==> src/rtl/dot_collector_pkg.sv <==
// Shared tile geometry, screen size and the dot_collector state encoding.
package dot_collector_pkg;

   localparam int tile_size    = 20;
   localparam int tile_col_num = 32;
   localparam int tile_row_num = 24;
   localparam int WIDTH        = 640;
   localparam int HEIGHT       = 480;

   localparam logic [15:0] BCD_MAX = 16'h9999;

   typedef enum logic [1:0] {
      LOAD    = 2'd0,
      RUN     = 2'd1,
      CLEARED = 2'd2
   } state_t;

endpackage

==> src/rtl/dot_score_accum.sv <==
// Saturating score accumulator: plain binary by default, packed 4-digit BCD
// when DOT_SCORE_BCD_EN is defined (SCORE_W must then be 16).
module dot_score_accum
   import dot_collector_pkg::*;
#(
   parameter int POINTS  = 10,
   parameter int SCORE_W = 16
)
(
   input  logic               clk,
   input  logic               reset,
   input  logic               add,
   output logic [SCORE_W-1:0] score
);

   logic [SCORE_W-1:0] score_next;

`ifdef DOT_SCORE_BCD_EN
   localparam logic [7:0] POINTS_BCD = 8'(((POINTS / 10) * 16) + (POINTS % 10));

   logic [SCORE_W-1:0] addend;
   logic [SCORE_W-1:0] sum;
   logic [4:0]         carry;

   assign addend   = {8'h00, POINTS_BCD};
   assign carry[0] = 1'b0;

   // Ripple decimal carry across the four packed digits.
   for (genvar gi = 0; gi < 4; gi++) begin : g_digit
      logic [4:0] raw;
      assign raw          = {1'b0, score[4*gi +: 4]} + {1'b0, addend[4*gi +: 4]} + {4'd0, carry[gi]};
      assign carry[gi+1]  = (raw > 5'd9);
      assign sum[4*gi +: 4] = carry[gi+1] ? (raw[3:0] + 4'd6) : raw[3:0];
   end

   assign score_next = carry[4] ? BCD_MAX : sum;
`else
   logic [SCORE_W:0] sum_wide;

   assign sum_wide   = {1'b0, score} + (SCORE_W+1)'(POINTS);
   assign score_next = sum_wide[SCORE_W] ? '1 : sum_wide[SCORE_W-1:0];
`endif

   always_ff @(posedge clk or negedge reset) begin
      if (!reset) begin
         score <= '0;
      end else if (add) begin
         score <= score_next;
      end
   end

endmodule

==> src/rtl/dot_collector.sv <==
// Live dot map owner: loads the level map, clears dots under the player
// through a two-stage pipeline and scores them; DOT_SCORE_BCD_EN selects BCD score.
module dot_collector
   import dot_collector_pkg::*;
#(
   parameter int COLS    = tile_col_num,
   parameter int ROWS    = tile_row_num,
   parameter int TILE    = tile_size,
   parameter int X_W     = $clog2(WIDTH),
   parameter int Y_W     = $clog2(HEIGHT),
   parameter int POINTS  = 10,
   parameter int SCORE_W = 16
)
(
   input  logic                 clk,
   input  logic                 reset,
   input  logic [X_W-1:0]       x,
   input  logic [Y_W-1:0]       y,
   input  logic [COLS*ROWS-1:0] init_dots,
   input  logic                 restart,
   output logic [COLS*ROWS-1:0] tilemap_dots,
   output logic [SCORE_W-1:0]   score,
   output logic [9:0]           dots_left,
   output logic                 dot_eaten,
   output logic                 level_clear,
   output logic                 ready
);

   localparam int N     = COLS * ROWS;
   localparam int IDX_W = $clog2(N);

   localparam logic [X_W:0] X_LIM = (X_W+1)'(COLS * TILE);
   localparam logic [Y_W:0] Y_LIM = (Y_W+1)'(ROWS * TILE);

   state_t state, state_next;

   logic [IDX_W-1:0] scan_idx;
   logic             scan_last;
   logic [9:0]       load_total;

   logic             in_range;
   logic [IDX_W-1:0] tile_col;
   logic [IDX_W-1:0] tile_row;
   logic [IDX_W-1:0] idx_calc;
   logic [IDX_W-1:0] idx_q;
   logic             idx_v;

   logic             eat;
   logic             add;

   assign scan_last  = (scan_idx == IDX_W'(N - 1));
   assign load_total = dots_left + {9'd0, init_dots[scan_idx]};

   // Stage 1: tile index of the current pixel position.
   assign in_range = ({1'b0, x} < X_LIM) && ({1'b0, y} < Y_LIM);
   assign tile_col = IDX_W'(x / X_W'(TILE));
   assign tile_row = IDX_W'(y / Y_W'(TILE));
   assign idx_calc = IDX_W'(COLS) * tile_row + tile_col;

   // Stage 2: eat only while running; a coincident restart suppresses scoring.
   assign eat = (state == RUN) && idx_v && tilemap_dots[idx_q];
   assign add = eat && !restart;

   assign ready       = (state != LOAD);
   assign level_clear = (state == CLEARED);

   always_ff @(posedge clk or negedge reset) begin
      if (!reset) begin
         state <= LOAD;
      end else begin
         state <= state_next;
      end
   end

   always_comb begin
      state_next = state;
      case (state)
         LOAD: begin
            if (scan_last) begin
               state_next = (load_total == 10'd0) ? CLEARED : RUN;
            end
         end
         RUN: begin
            if (eat && dots_left == 10'd1) begin
               state_next = CLEARED;
            end
         end
         CLEARED: begin
            state_next = CLEARED;
         end
         default: begin
            state_next = LOAD;
         end
      endcase
      if (restart) begin
         state_next = LOAD;
      end
   end

   always_ff @(posedge clk or negedge reset) begin
      if (!reset) begin
         idx_q <= '0;
         idx_v <= 1'b0;
      end else begin
         idx_q <= in_range ? idx_calc : '0;
         idx_v <= in_range && (state == RUN) && !restart;
      end
   end

   always_ff @(posedge clk or negedge reset) begin
      if (!reset) begin
         scan_idx     <= '0;
         tilemap_dots <= '0;
         dots_left    <= '0;
         dot_eaten    <= 1'b0;
      end else if (restart) begin
         scan_idx  <= '0;
         dots_left <= '0;
         dot_eaten <= 1'b0;
      end else begin
         dot_eaten <= 1'b0;
         case (state)
            LOAD: begin
               if (scan_idx == '0) begin
                  tilemap_dots <= init_dots;
               end
               dots_left <= load_total;
               scan_idx  <= scan_last ? '0 : scan_idx + 1'b1;
            end
            RUN: begin
               if (eat) begin
                  tilemap_dots[idx_q] <= 1'b0;
                  dots_left           <= dots_left - 10'd1;
                  dot_eaten           <= 1'b1;
               end
            end
            default: begin
            end
         endcase
      end
   end

   dot_score_accum #(
      .POINTS  (POINTS),
      .SCORE_W (SCORE_W)
   ) u_accum (
      .clk   (clk),
      .reset (reset),
      .add   (add),
      .score (score)
   );

endmodule

==> config.mk <==
export PLATFORM = sky130hd
export DESIGN_NAME = dot_collector
export DESIGN_NICKNAME = d
export VERILOG_FILES = /design/src/rtl/dot_collector_pkg.sv /design/src/rtl/dot_score_accum.sv /design/src/rtl/dot_collector.sv
export SDC_FILE = /design/constraint.sdc
export NUM_CORES = 2
export LEC_CHECK = 0
export ABC_AREA = 1
export CELL_PAD_IN_SITES_DETAIL_PLACEMENT = 1
export CELL_PAD_IN_SITES_GLOBAL_PLACEMENT = 1
export CORE_AREA = 2 2 617 619
export CTS_CLUSTER_SIZE = 24
export DETAILED_ROUTE_END_ITERATION = 8
export DIE_AREA = 0 0 619 621
export HOLD_SLACK_MARGIN = 0.15
export PLACE_DENSITY_LB_ADDON = 0.05
export RECOVER_POWER = 50
export SYNTH_ARGS = -nofsm -noshare
export SYNTH_HDL_FRONTEND = slang
export SYNTH_SLANG_ARGS = --single-unit
==> constraint.sdc <==
create_clock -name clk -period 4 [get_ports clk]
set_clock_uncertainty 0.1 [all_clocks]
set_input_delay 0.6 -clock clk [delete_from_list [all_inputs] [get_ports clk]]
set_output_delay 0.6 -clock clk [all_outputs]
set_load 0.05 [all_outputs]
==> metrics.csv <==
metric,value,unit
tightestPinTransition,2.66,ns
peakVddDrop,516,uV
p_comb_share,68.7,%
switching_share,56.9,%
syn_inst,10100,
clk_pin_slew_worst_paths,0.06,ns
drive_gt1_share,18.2,%
p_seq_share,18.6,%
cp-start-kind,flip-flop,
slew_viol_final,69,
clkLatencyLatePin,0.88,ns
crit_path_start,scan_idx[0],
crit_type,reg2reg,
hold_viol,0,
detail-route-antenna-nets,0,
root_buffer,clkbuf_16,
grt_pass1_vias,88000,
rsz0062_at_grt,true,
violations,"max-capacitance violations, max-slew violations, negative setup slack",
synthDistinctLibCells,47,
vias,87700,
use_met3,3.99,%
finalNonFillerCells,17700,
status,finished with violations,
post_drt_via_cell_ratio,4.94,
num_io_pins,1587,
wl,645000,um
coreArea,0.378,mm2
netlist_area,0.0608,mm2
nNetsFinal,13400,
synth_seq_cells,818,
power.density,942,mW/mm2
worstReg2RegStart,scan_idx[0],
synth_top_flop_cell,dfrtp_1,
grt_usage,31.5,%
max_freq,212,MHz
dr.pass1.iters,6,
min-delay-start,init_dots[478],
period_share,118,%
hold_ws,0.320,ns
dp.cells,17200,
critPathMostFrequentCell,nand2_4,
worst_ep_arrival_time,5.42,ns
cap_violations,2,
crit_path_end_kind,flip-flop,
grt_util_met1,39.7,%
crit_fanout,6,
num_rows,226,
crit_slowest_cell,dfrtp_4,
die_h,621,um
cts_buffer_depth,4,
synth_fp_nets,10900,
grt_overflow,0,
die_w,619,um
initialDrtViolationCount,7814,
yosysSeqAreaShare,33.7,%
syn_to_final_growth,73.2,%
grt.busiest_layer,met2,
tritoncts,built,
finalSetupViolCount,72,
grt_pass1_wl,829000,um
p_switching,56.5,mW
dieArea,0.384,mm2
postSynthAreaPerCell,6.01,um2
grt_max_degree,173,
dp_hpwl,453000,um
antenna_found_initial,107,
synth_edf_count,0,
async_reset_ff_share,100,%
io_buffers,1582,
initial_utilization,16.1,%
cts_max_level,4,
slew_headroom,-77.1,%
gp_congestion,0.904,
drc,0,
worstHoldPathType,in2reg,
cts_sinks,818,
wl_per_cell,36.4,um
met2_usage,52.2,%
synth.yosys.warnings,0,
internal_power,42.8,mW
layout_setup_ws,-0.712,ns
clkPwrFrac,12.8,%
leakagePower,47.9,nW
slowest_delay,0.43,ns
worst-r2r-setup-slack,-0.71,ns
cp_data_required_time,4.71,ns
numCtsBuffers,138,
min_period,4.71,ns
[placed cells by master, fill, tap and decap left out, types with 61 or more instances in the layout]
cell type / n
a21oi_1: 436
a22oi_1: 90
buf_12: 257
buf_16: 88
buf_4: 1015
buf_6: 66
clkbuf_1: 63
clkbuf_16: 213
clkdlybuf4s50_1: 1578
dfrtp_1: 811
inv_1: 451
nand2_1: 4323
nand2_2: 138
nand3_1: 1480
nand3_2: 120
nand4_1: 128
nor2_1: 129
nor2_4: 61
o21ai_0: 718
o21ai_1: 75
[sequential cells by signal, indices dropped and copies added (netlist names)]
| register | flops |
|---|---|
| tilemap_dots | 768 |
| state | 2 |
| idx_q | 10 |
| dot_eaten | 1 |
| idx_v | 1 |
| u_accum.score | 16 |
| dots_left | 10 |
| scan_idx | 10 |
[power by group through the flow]
stage	Clock [mW]	Sequential, mW	Combinational, mW
2_1_floorplan	0	27.8	17.9
3_3_place_gp	0	18.2	57.6
3_5_place_dp	0	18.3	58.0
4_1_cts	12.9	18.2	62.4
5_1_grt	13.2	18.7	70.8
6_report	12.7	18.4	68.2
[worst paths after layout]
| check | to | cells past startpoint |
|---|---|---|
| min | tilemap_dots[478] | 5 |
| max in group asynchronous | tilemap_dots[333] | 3 |
| max reg2reg | state[1] | 28 |
| min reg2reg | u_accum.score[0] | 2 |
| max | state[1] | 28 |
| min in group asynchronous | tilemap_dots[386] | 2 |
[metrics by stage]
step / cell area [um2] / utilization (%) / setup TNS [ns] / total power, mW / setup WS, ns
floorplan: 60800 / - / 0 / 45.6 / 0.000973
global placement: 92500 / 24.5 / -472.92 / 75.8 / -2.20
detailed placement: 92500 / 24.5 / -497.57 / 76.3 / -1.93
CTS: 101000 / 26.7 / -3.50 / 93.5 / -0.708
global route: 105000 / 27.9 / -141.62 / 103 / -0.870
finish: 105000 / 27.9 / -4.66 / 99.3 / -0.712
[synth_stat cells, drive strengths merged (15+ instances only)]
master / count / area (um2)
a21oi: 469 / 2350
inv: 463 / 1740
nor3: 20 / 135
nand3: 1612 / 8070
buf: 276 / 1510
o21ai: 829 / 4150
nand2: 4526 / 17000
dfrtp: 818 / 20500
clkbuf: 549 / 2060
a41oi: 16 / 140
nor2: 228 / 878
xor2: 17 / 149
nand4: 128 / 801
nor4: 15 / 93.8
a22oi: 96 / 721
[timing repair]
item                       CTS  global route
hold buffers                 1             0
hold endpoints to repair    35             0
buffers inserted           129            60
setup endpoints to repair  797           777
gates cloned                41            79
resized for setup          391           598
pin swaps                  101           240
[area by class of cell]
class | count | area [um2]
clock buffers | 209 | 4020
diodes | 48 | 120
inverters | 468 | 1830
clock inverters | 27 | 344
repair buffers | 3135 | 34300
multi-input cells | 8018 | 38000
well taps | 5016 | 6280
flip-flops and latches | 818 | 20500
fillers | 45700 | 272000
[per-layer routing]
layer,routed length [um],up-vias,share of wire [%]
met1,269000,45100,42
met4,39900,22,6.2
met2,303000,3523,47
li1,-,38000,-
met3,33200,969,5.1
met5,154,-,0.024
[critical path, delay by kind of cell, from the launching register on]
family / cells / cell delay [ns]
buffers and inverters: 5 / 0.87
XOR/XNOR: 1 / 0.15
flip-flops: 1 / 0.43
adder cells (fa/ha/maj): 2 / 0.37
AND/OR/NAND/NOR: 15 / 2.19
AO/OA/AOI/OAI: 5 / 0.52
[cell families (layout without fill, tap and decap cells)]
family / after synthesis / after routing / synth area share [%]
buffers and inverters: 1293 / 3839 / 8.76
adder cells (fa/ha/maj): 13 / 13 / 0.267
AND/OR/NAND/NOR: 6534 / 6534 / 44.4
other: 0 / 48 / 0
XOR/XNOR: 26 / 26 / 0.374
AO/OA/AOI/OAI: 1445 / 1445 / 12.5
flip-flops: 818 / 818 / 33.7
Power figures use the tool's default switching activity.
